===== config.mk =====
export PLATFORM = sky130hd
export DESIGN_NAME = frame_reader_flat
export DESIGN_NICKNAME = d
export VERILOG_FILES = /design/src/rtl/frame_reader_pkg.sv /design/src/rtl/frame_reader_if.sv /design/src/rtl/frame_reader_pix_skid_fifo.sv /design/src/rtl/frame_reader.sv /design/src/flat_wrapper.sv
export SDC_FILE = /design/constraint.sdc
export NUM_CORES = 1
export LEC_CHECK = 0
export ABC_AREA = 1
export CAP_MARGIN = 25
export CORE_MARGIN = 8
export CORE_UTILIZATION = 32
export DETAILED_ROUTE_END_ITERATION = 10
export MAX_ROUTING_LAYER = met4
export PLACE_DENSITY = 0.54
export SLEW_MARGIN = 20
export SYNTH_ARGS = -nofsm -noshare
export SYNTH_HDL_FRONTEND = slang
export SYNTH_SLANG_ARGS = --single-unit

===== constraint.sdc =====
create_clock -name clk_i -period 4.45 [get_ports clk_i]
set_input_delay 0.89 -clock clk_i [delete_from_list [all_inputs] [get_ports clk_i]]
set_output_delay 0.89 -clock clk_i [all_outputs]
set_load 0.01 [all_outputs]

===== src/rtl/frame_reader_pkg.sv =====
// Shared types and default geometry for the frame-buffer read master.
package frame_reader_pkg;
  typedef enum logic [1:0] {IDLE, WAIT_FRM, STREAM, DRAIN} state_t;

  localparam int H_PIX     = 320;
  localparam int V_PIX     = 240;
  localparam int FRAME_PIX = H_PIX * V_PIX;
  localparam int ADR_W     = 19;
  localparam int DAT_W     = 12;
  localparam int TAG_N     = 3;

  // Beat layout in the output FIFO: {sof, eol, eof, data}.
  function automatic int beat_w(input int dat_w);
    return dat_w + TAG_N;
  endfunction
endpackage


===== src/rtl/frame_reader_if.sv =====
// Frame-buffer read port plus outgoing pixel stream.
interface frame_reader_if #(
  parameter int ADR_W = frame_reader_pkg::ADR_W,
  parameter int DAT_W = frame_reader_pkg::DAT_W
);
  logic             mem_re_o;
  logic [ADR_W-1:0] mem_adr_o;
  logic [DAT_W-1:0] mem_dat_i;
  logic             pix_valid_o;
  logic             pix_ready_i;
  logic [DAT_W-1:0] pix_data_o;
  logic             pix_sof_o;
  logic             pix_eol_o;
  logic             pix_eof_o;

  modport master (
    output mem_re_o, mem_adr_o, pix_valid_o, pix_data_o, pix_sof_o, pix_eol_o, pix_eof_o,
    input  mem_dat_i, pix_ready_i
  );
  modport slave (
    input  mem_re_o, mem_adr_o, pix_valid_o, pix_data_o, pix_sof_o, pix_eol_o, pix_eof_o,
    output mem_dat_i, pix_ready_i
  );
endinterface


===== src/rtl/frame_reader_pix_skid_fifo.sv =====
// Two-entry FIFO holding returned pixels with their frame markers.
module pix_skid_fifo #(
  parameter int W = 15
) (
  input  logic         clk_i,
  input  logic         rst,
  input  logic         push_i,
  input  logic         pop_i,
  input  logic         flush_i,
  input  logic [W-1:0] din_i,
  output logic [1:0]   count_o,
  output logic [W-1:0] head_o
);
  logic [1:0][W-1:0] r_mem;
  logic              r_wp;
  logic              r_rp;
  logic [1:0]        r_cnt;

  always_ff @(posedge clk_i or negedge rst) begin
    if (!rst) begin
      r_mem <= '0;
      r_wp  <= 1'b0;
      r_rp  <= 1'b0;
      r_cnt <= 2'd0;
    end else if (flush_i) begin
      r_wp  <= 1'b0;
      r_rp  <= 1'b0;
      r_cnt <= 2'd0;
    end else begin
      if (push_i) begin
        r_mem[r_wp] <= din_i;
        r_wp        <= ~r_wp;
      end
      if (pop_i) r_rp <= ~r_rp;
      r_cnt <= r_cnt + {1'b0, push_i} - {1'b0, pop_i};
    end
  end

  assign count_o = r_cnt;
  assign head_o  = r_mem[r_rp];
endmodule


===== src/rtl/frame_reader.sv =====
// Raster-order reader of a completed frame; credit-limited reads feed a
// 2-deep FIFO so the stream runs at one pixel per cycle under full ready.
module frame_reader #(
  parameter int H_PIX = frame_reader_pkg::H_PIX,
  parameter int V_PIX = frame_reader_pkg::V_PIX,
  parameter int ADR_W = frame_reader_pkg::ADR_W,
  parameter int DAT_W = frame_reader_pkg::DAT_W
) (
  input  logic            clk_i,
  input  logic            rst,
  input  logic            start_i,
  input  logic            abort_i,
  input  logic            frame_rdy_i,
  frame_reader_if.master  bus,
  output logic            busy_o,
  output logic            done_o
);
  import frame_reader_pkg::*;

  localparam int BW       = beat_w(DAT_W);
  localparam int CW       = $clog2(H_PIX + 1);
  localparam int LAST_ADR = H_PIX * V_PIX - 1;

  state_t           r_state, w_nxt;
  logic [ADR_W-1:0] r_rd_adr;
  logic [CW-1:0]    r_col;
  logic             r_inflight;
  logic [2:0]       r_tag;
  logic             r_done;
  logic [1:0]       w_cnt;
  logic [BW-1:0]    w_head;
  logic [2:0]       w_credit;
  logic [2:0]       w_tag;
  logic             w_valid, w_pop, w_issue, w_last_issue, w_eof_pop, w_flush;

  assign w_valid      = (w_cnt != 2'd0);
  assign w_pop        = w_valid & bus.pix_ready_i;
  // Occupancy after this cycle's pop; at most two beats may be owed to the FIFO.
  assign w_credit     = {1'b0, w_cnt} + {2'b00, r_inflight} - {2'b00, w_pop};
  assign w_issue      = (r_state == STREAM) & ~abort_i & (w_credit < 3'd2);
  assign w_last_issue = w_issue & (r_rd_adr == ADR_W'(LAST_ADR));
  assign w_tag        = {r_rd_adr == '0, r_col == CW'(H_PIX - 1), r_rd_adr == ADR_W'(LAST_ADR)};
  assign w_eof_pop    = w_pop & w_head[DAT_W];
  assign w_flush      = abort_i & (r_state != IDLE);

  always_comb begin
    w_nxt = r_state;
    if (abort_i && r_state != IDLE) w_nxt = IDLE;
    else begin
      case (r_state)
        IDLE:     if (start_i)      w_nxt = WAIT_FRM;
        WAIT_FRM: if (frame_rdy_i)  w_nxt = STREAM;
        STREAM:   if (w_last_issue) w_nxt = DRAIN;
        DRAIN:    if (w_eof_pop)    w_nxt = IDLE;
        default:                    w_nxt = IDLE;
      endcase
    end
  end

  always_ff @(posedge clk_i or negedge rst) begin
    if (!rst) begin
      r_state    <= IDLE;
      r_rd_adr   <= '0;
      r_col      <= '0;
      r_inflight <= 1'b0;
      r_tag      <= '0;
      r_done     <= 1'b0;
    end else begin
      r_state    <= w_nxt;
      r_inflight <= w_issue;
      r_tag      <= w_tag;
      r_done     <= w_eof_pop & ~abort_i & (r_state == DRAIN);
      if (r_state == WAIT_FRM && frame_rdy_i) begin
        r_rd_adr <= '0;
        r_col    <= '0;
      end else if (w_issue) begin
        r_rd_adr <= r_rd_adr + ADR_W'(1);
        r_col    <= (r_col == CW'(H_PIX - 1)) ? '0 : r_col + CW'(1);
      end
    end
  end

  pix_skid_fifo #(.W(BW)) u_fifo (
    .clk_i   (clk_i),
    .rst     (rst),
    .push_i  (r_inflight),
    .pop_i   (w_pop),
    .flush_i (w_flush),
    .din_i   ({r_tag, bus.mem_dat_i}),
    .count_o (w_cnt),
    .head_o  (w_head)
  );

  assign bus.mem_re_o    = w_issue;
  assign bus.mem_adr_o   = w_issue ? r_rd_adr : '0;
  assign bus.pix_valid_o = w_valid;
  assign bus.pix_data_o  = w_valid ? w_head[DAT_W-1:0] : '0;
  assign bus.pix_sof_o   = w_valid & w_head[BW-1];
  assign bus.pix_eol_o   = w_valid & w_head[BW-2];
  assign bus.pix_eof_o   = w_valid & w_head[DAT_W];
  assign busy_o          = (r_state != IDLE);
  assign done_o          = r_done;
endmodule

===== src/flat_wrapper.sv =====
// flat-port wrapper written by rule: the top's interface ports become plain ports
module frame_reader_flat import frame_reader_pkg::*;
#(
  parameter int H_PIX = frame_reader_pkg::H_PIX,
  parameter int V_PIX = frame_reader_pkg::V_PIX,
  parameter int ADR_W = frame_reader_pkg::ADR_W,
  parameter int DAT_W = frame_reader_pkg::DAT_W
)
  (clk_i, rst, start_i, abort_i, frame_rdy_i, busy_o, done_o, bus_mem_re_o, bus_mem_adr_o, bus_pix_valid_o, bus_pix_data_o, bus_pix_sof_o, bus_pix_eol_o, bus_pix_eof_o, bus_mem_dat_i, bus_pix_ready_i);
  frame_reader_if #(.ADR_W(ADR_W), .DAT_W(DAT_W)) bus_i ();
  input  logic clk_i;
  input  logic rst;
  input  logic start_i;
  input  logic abort_i;
  input  logic frame_rdy_i;
  output logic busy_o;
  output logic done_o;
  output wire logic [$bits(bus_i.mem_re_o)-1:0] bus_mem_re_o;
  output wire logic [$bits(bus_i.mem_adr_o)-1:0] bus_mem_adr_o;
  output wire logic [$bits(bus_i.pix_valid_o)-1:0] bus_pix_valid_o;
  output wire logic [$bits(bus_i.pix_data_o)-1:0] bus_pix_data_o;
  output wire logic [$bits(bus_i.pix_sof_o)-1:0] bus_pix_sof_o;
  output wire logic [$bits(bus_i.pix_eol_o)-1:0] bus_pix_eol_o;
  output wire logic [$bits(bus_i.pix_eof_o)-1:0] bus_pix_eof_o;
  input wire logic [$bits(bus_i.mem_dat_i)-1:0] bus_mem_dat_i;
  input wire logic [$bits(bus_i.pix_ready_i)-1:0] bus_pix_ready_i;
  assign bus_mem_re_o = bus_i.mem_re_o;
  assign bus_mem_adr_o = bus_i.mem_adr_o;
  assign bus_pix_valid_o = bus_i.pix_valid_o;
  assign bus_pix_data_o = bus_i.pix_data_o;
  assign bus_pix_sof_o = bus_i.pix_sof_o;
  assign bus_pix_eol_o = bus_i.pix_eol_o;
  assign bus_pix_eof_o = bus_i.pix_eof_o;
  assign bus_i.mem_dat_i = bus_mem_dat_i;
  assign bus_i.pix_ready_i = bus_pix_ready_i;
  frame_reader #(.H_PIX(H_PIX), .V_PIX(V_PIX), .ADR_W(ADR_W), .DAT_W(DAT_W)) u_core (.clk_i(clk_i), .rst(rst), .start_i(start_i), .abort_i(abort_i), .frame_rdy_i(frame_rdy_i), .bus(bus_i), .busy_o(busy_o), .done_o(done_o));
endmodule

; Yosys cells after proc, flatten, opt, wreduce, memory -nomap -nowiden
; Index checks and enable logic that the tools add are counted.
[totals]
register_bits = 69
in_bits = 18
output_inout_bits = 38
word_cells = 80
[op_classes]
n_addsub = 6
magnitude_cmp = 4
eq_ne = 9
n_mux = 23
bitwise = 15
n_reduce_logical = 12
[op_table]
columns = cell, n
row1 = 19-bit two-way mux, 3
row2 = 15-bit two-way mux, 3
row3 = 30-bit bitwise mux, 1
row4 = 9-bit two-way mux, 3
row5 = "19-bit by 1-bit adder with 19-bit output, second input constant", 1
row6 = "19-bit by 17-bit == test with 1-bit output, second input constant", 1
row7 = 19-bit logical NOT, 1
row8 = 15-bit demux with 1-bit select, 1
row9 = 12-bit two-way mux, 1
row10 = 2-bit two-way mux, 6
row11 = 1-bit bitwise AND, 11
row12 = 2-bit nonzero test, 5
row13 = "9-bit by 1-bit adder with 9-bit output, second input constant", 1
row14 = "9-bit == test, second input constant", 1
row15 = "3-bit by 2-bit != test with 1-bit output, second input constant", 3
row16 = 2-bit case mux with 4 select lines, 1
row17 = "2-bit == test, second input constant", 2
row18 = "1-bit by 2-bit less-than comparator with 1-bit output, second input constant", 2
row19 = 1-bit two-way mux, 4
row20 = 1-bit inverter, 4
row21 = 4-bit AND reduction, 1
row22 = 2-bit by 1-bit adder with 3-bit output, 1
row23 = 1-bit logical AND, 3
row24 = "3-bit by 2-bit less-than comparator with 1-bit output, second input constant", 1
row25 = 8 further kinds, 8

; Depth between registers and ports, before layout
[logic_depth]
depth_word = 9
ltp_mapped = 18
ltp_nobuf = 18

; Modules after synthesis
; From an unflattened synthesis, not the netlist that was laid out.
[hier_totals]
hier_cells = 490
area_unflattened_um2 = 3947.5
[modules_own_cells]
columns = mod, instances, cells_per_inst, area_each_um2, seq_area_each_um2
row1 = frame_reader, 1, 336, 2313.5, 875.8
row2 = pix_skid_fifo, 1, 154, 1634.1, 850.8

; Least setup slack after synthesis
; OpenSTA, ideal clock, no wires.
[synth_path]
path_kind = input -> output
startpoint = input port bus_pix_ready_i
endpoint = output port bus_mem_adr_o[10]
arrival_ps = 2717
required_ps = 3560
slack_ps = 843
stages = 13
n_path_buf = 2
cell_sequence = nand2_1 > inv_1 > ha_1 > inv_1 > ha_1 > inv_1 > fa_1 > nand3_1 > inv_1 > nand2_2 > buf_4 > buf_2 > nor2_1
[synth_between]
elab_chain_len = 5
[synth_rtl]
columns = item, line
row1 = start: declaration, flat_wrapper.sv:26  ; input wire logic [$bits(bus_i.pix_ready_i)-1:0] bus_pix_ready_i;
row2 = 1-bit bitwise AND, frame_reader.sv:37  ; assign w_pop = w_valid & bus.pix_ready_i;
row3 = 3-bit by 1-bit subtractor with 3-bit output, frame_reader.sv:39  ; assign w_credit = {1'b0, w_cnt} + {2'b00, r_inflight} - {2'b00, w_pop};
row4 = 3-bit by 2-bit less-than comparator with 1-bit output, frame_reader.sv:40  ; assign w_issue = (r_state == STREAM) & ~abort_i & (w_credit < 3'd2);
row5 = 1-bit bitwise AND, frame_reader.sv:40
row6 = 19-bit two-way mux, frame_reader.sv:95  ; assign bus.mem_adr_o = w_issue ? r_rd_adr : '0;
row7 = end: declaration, flat_wrapper.sv:19  ; output wire logic [$bits(bus_i.mem_adr_o)-1:0] bus_mem_adr_o;
; No other way between the ends.

; Final worst setup path
[layout_path]
startpoint = input port bus_pix_ready_i
endpoint = output port bus_mem_adr_o[3]
; Same word-level chain as after synthesis.

==> impl_metrics.yaml <==
status:
  outcome: "finished, final reports clean"
placed_design:
  dp_hpwl_mm: 6.49
  gp_congestion: 0.836
  place_inst: 678
  dpl_worst_slack_ns: -0.0376
  placedInstanceArea_mm2: 0.00441
  io_buffers: 55
timing:
  tightest_slew_ns: 0.933
  layout_min_cycle_time_ns: 4.21
  timing.final.crit_share_pct: 94.6
  hold_viol_final: 0
  setup_ws_ns: 0.241
  setup_viol: 0
  rsz0062_at_grt: "no"
  fmax_mhz: 238
  drv_slew: 0
  slew_headroom_pct: 37.7
  fin_skew_ns: 0.00631
detailed_routing:
  wl_per_cell_um: 13.4
  drtIter0Drc: 205
  antenna_left: 0
  viasPerCell: 4.78
  firstDrtPassIters: 4
  route.detailed.drc: 0
  num_vias: 3315
  wl_mm: 9.32
finish:
  multiInputGateArea_mm2: 0.00161
  final_common_cell: "nand2_1"
  design_area_mm2: 0.00476
  syn2layout_area_growth_pct: 29.9
  nFillCells: 1150
  mostFrequentLayoutCells: "125 x nand2_1, 69 x dfrtp_1, 64 x inv_1"
  antennaDiodeCount: 0
  final_core_util_pct: 42.2
  post_route_cells_drive_above_1_share_pct: 7.08
  ff_latch_area_mm2: 0.00173
  instances_no_fill: 694
  layout.nets: 575
synth:
  syn_nets: 510
  seq_area_frac_synth_pct: 47.2
  ys_ff_latch: 69
  avgSynthCellArea_um2: 7.60
  synth-warning-count: 0
  netlist_instances: 482
  syn_area_mm2: 0.00366
  ys_types: 34
clocking:
  clk_latency_ns: 0.33
  clockRootBuffer: "clkbuf_16"
  h-tree-depth: 3
  cts_setup_buffers: 0
  clkSinkCount: 69
  cts_resized: 12
  cts_tree: "done"
  cts_buffers: 9
  clock_path_buffers: 2
  path_clk_slew_ns: 0.05
  cts_hold_buffers: 0
critical_path:
  max_stage_delay_ns: 0.49
  worst_path_max_delay_cell: "fa_1"
  crit_family: "buffers and inverters"
  critPathBufInv: 7
  crit_chain: "clkdlybuf4s50_1, nand2_1, inv_1, ha_1, inv_1, ha_1, inv_1, fa_1, nand3_1, inv_1, nand2_2, buf_12, nor2_1, dlygate4sd2_1"
  required_ns: 3.56
  worstSetupEndpointType: "output pin"
  cp.arrival_ns: 3.32
  critPathKind: "in -> out"
  critPathLaunchType: "input pin"
  crit_top_cell: "inv_1"
  cp_max_fo: 21
floorplanning:
  coreArea_mm2: 0.0113
  die_y_um: 123
  pin_count: 56
  fp-row-count: 39
  dieArea_mm2: 0.0151
  start_util_pct: 32.5
  die_x_um: 123
global_routing:
  gr-usage-all-layers_pct: 13.7
  antenna_found_initial: 0
  grt_pass1_wl_mm: 16.2
  grtUsageMet3_pct: 3.61
  grt-busiest-layer: "met2"
  grt.met1_usage_pct: 16.6
  grt-ovfl-total: 0
  grt_pass1_vias: 3364
  grt_start_max_net_pins: 39
  use_met2_pct: 22.5
run:
  drv_cap: 0
pwr:
  total_power_mw: 2.43
  p_leak_nw: 2.39
  power_density_mw_per_mm2: 510
  ir_worst_vdd_v: 0.000238
worst_hold_path:
  min_path_type: "reg -> reg"
-- through the flow --
stage	hold slack, ns	TNS [ns]
final	0.481	0
after global routing	0.501	0
after CTS	0.489	0
after detailed placement	0.474	-0.0809
after global placement	0.464	0
after floorplan	0.448	0
-- registers in the layout, indices dropped and copies added (netlist names) --
| register | count |
|---|---|
| u_core.u_fifo.count_o | 2 |
| u_core.r_col | 9 |
| u_core.r_rd_adr | 19 |
| u_core.r_tag | 3 |
| u_core.done_o | 1 |
| u_core.u_fifo.r_rp | 1 |
| u_core.r_inflight | 1 |
| u_core.u_fifo.r_mem | 30 |
| u_core.u_fifo.r_wp | 1 |
| u_core.r_state | 2 |
-- worst min-delay path: stages (launching register included) --
cell     delay, ns
dfrtp_1       0.34
nand2_1       0.05
o21ai_0       0.06
-- report_power, final --
part	switching, mW	internal [mW]
Combinational	0.447	0.320
Sequential	0.113	0.773
Clock	0.267	0.506
-- Yosys cell counts, drive strengths merged --
library cell,instances,share of area (%)
inv,65,6.7
buf,9,1.5
nand4,11,1.9
nor3,12,1.9
o21a,2,0.41
xnor2,1,0.24
nand3,20,3.1
ha,9,3.1
o22ai,1,0.17
xor2,3,0.72
nor2,63,6.6
o21ai,46,6.4
clkbuf,6,0.75
fa,1,0.55
nand2,128,13
mux2i,1,0.27
nor4,2,0.34
a21boi,1,0.21
o31ai,1,0.21
a31oi,3,0.51
dfrtp,69,47
a211oi,1,0.21
a21oi,27,3.7
-- layout make-up --
| class | count | area share [%] |
|---|---|---|
| clock buffers | 10 | 5.02 |
| well taps | 143 | 3.76 |
| flip-flops and latches | 69 | 36.3 |
| clock inverters | 5 | 1.74 |
| inverters | 65 | 5.13 |
| repair buffers | 69 | 14.2 |
| multi-input cells | 333 | 33.8 |
-- path summary, 6_finish.rpt --
check | from | end | depth (start not counted) | slack, ns
max reg2reg | u_core.u_fifo.count_o[1] | u_core.r_rd_adr[4] | 19 | 1.16
min reg2reg | u_core.u_fifo.r_mem[23] | u_core.u_fifo.r_mem[23] | 2 | 0.48
min | u_core.u_fifo.r_mem[23] | u_core.u_fifo.r_mem[23] | 2 | 0.48
max in group asynchronous | rst | u_core.r_rd_adr[17] | 2 | 2.84
max | bus_pix_ready_i | bus_mem_adr_o[3] | 14 | 0.24
min in group asynchronous | rst | u_core.done_o | 1 | 0.62
-- cell families after synthesis --
| group | Yosys count | synth area share [%] |
|---|---|---|
| mux | 1 | 0.273 |
| simple gates | 236 | 27.3 |
| compound gates | 82 | 11.8 |
| buf+inv | 80 | 8.89 |
| fa+ha+maj | 10 | 3.62 |
| xor+xnor | 4 | 0.957 |
| flops | 69 | 47.2 |
-- routing by layer --
metal / routed length [µm] / up-vias / part of all wire [%]
met5: 0 / - / 0
met1: 4470 / 1556 / 48
met2: 4310 / 81 / 46
met3: 484 / 7 / 5.2
met4: 55 / 0 / 0.59
li1: - / 1671 / -
No activity file was read; power rests on OpenSTA's default activity.
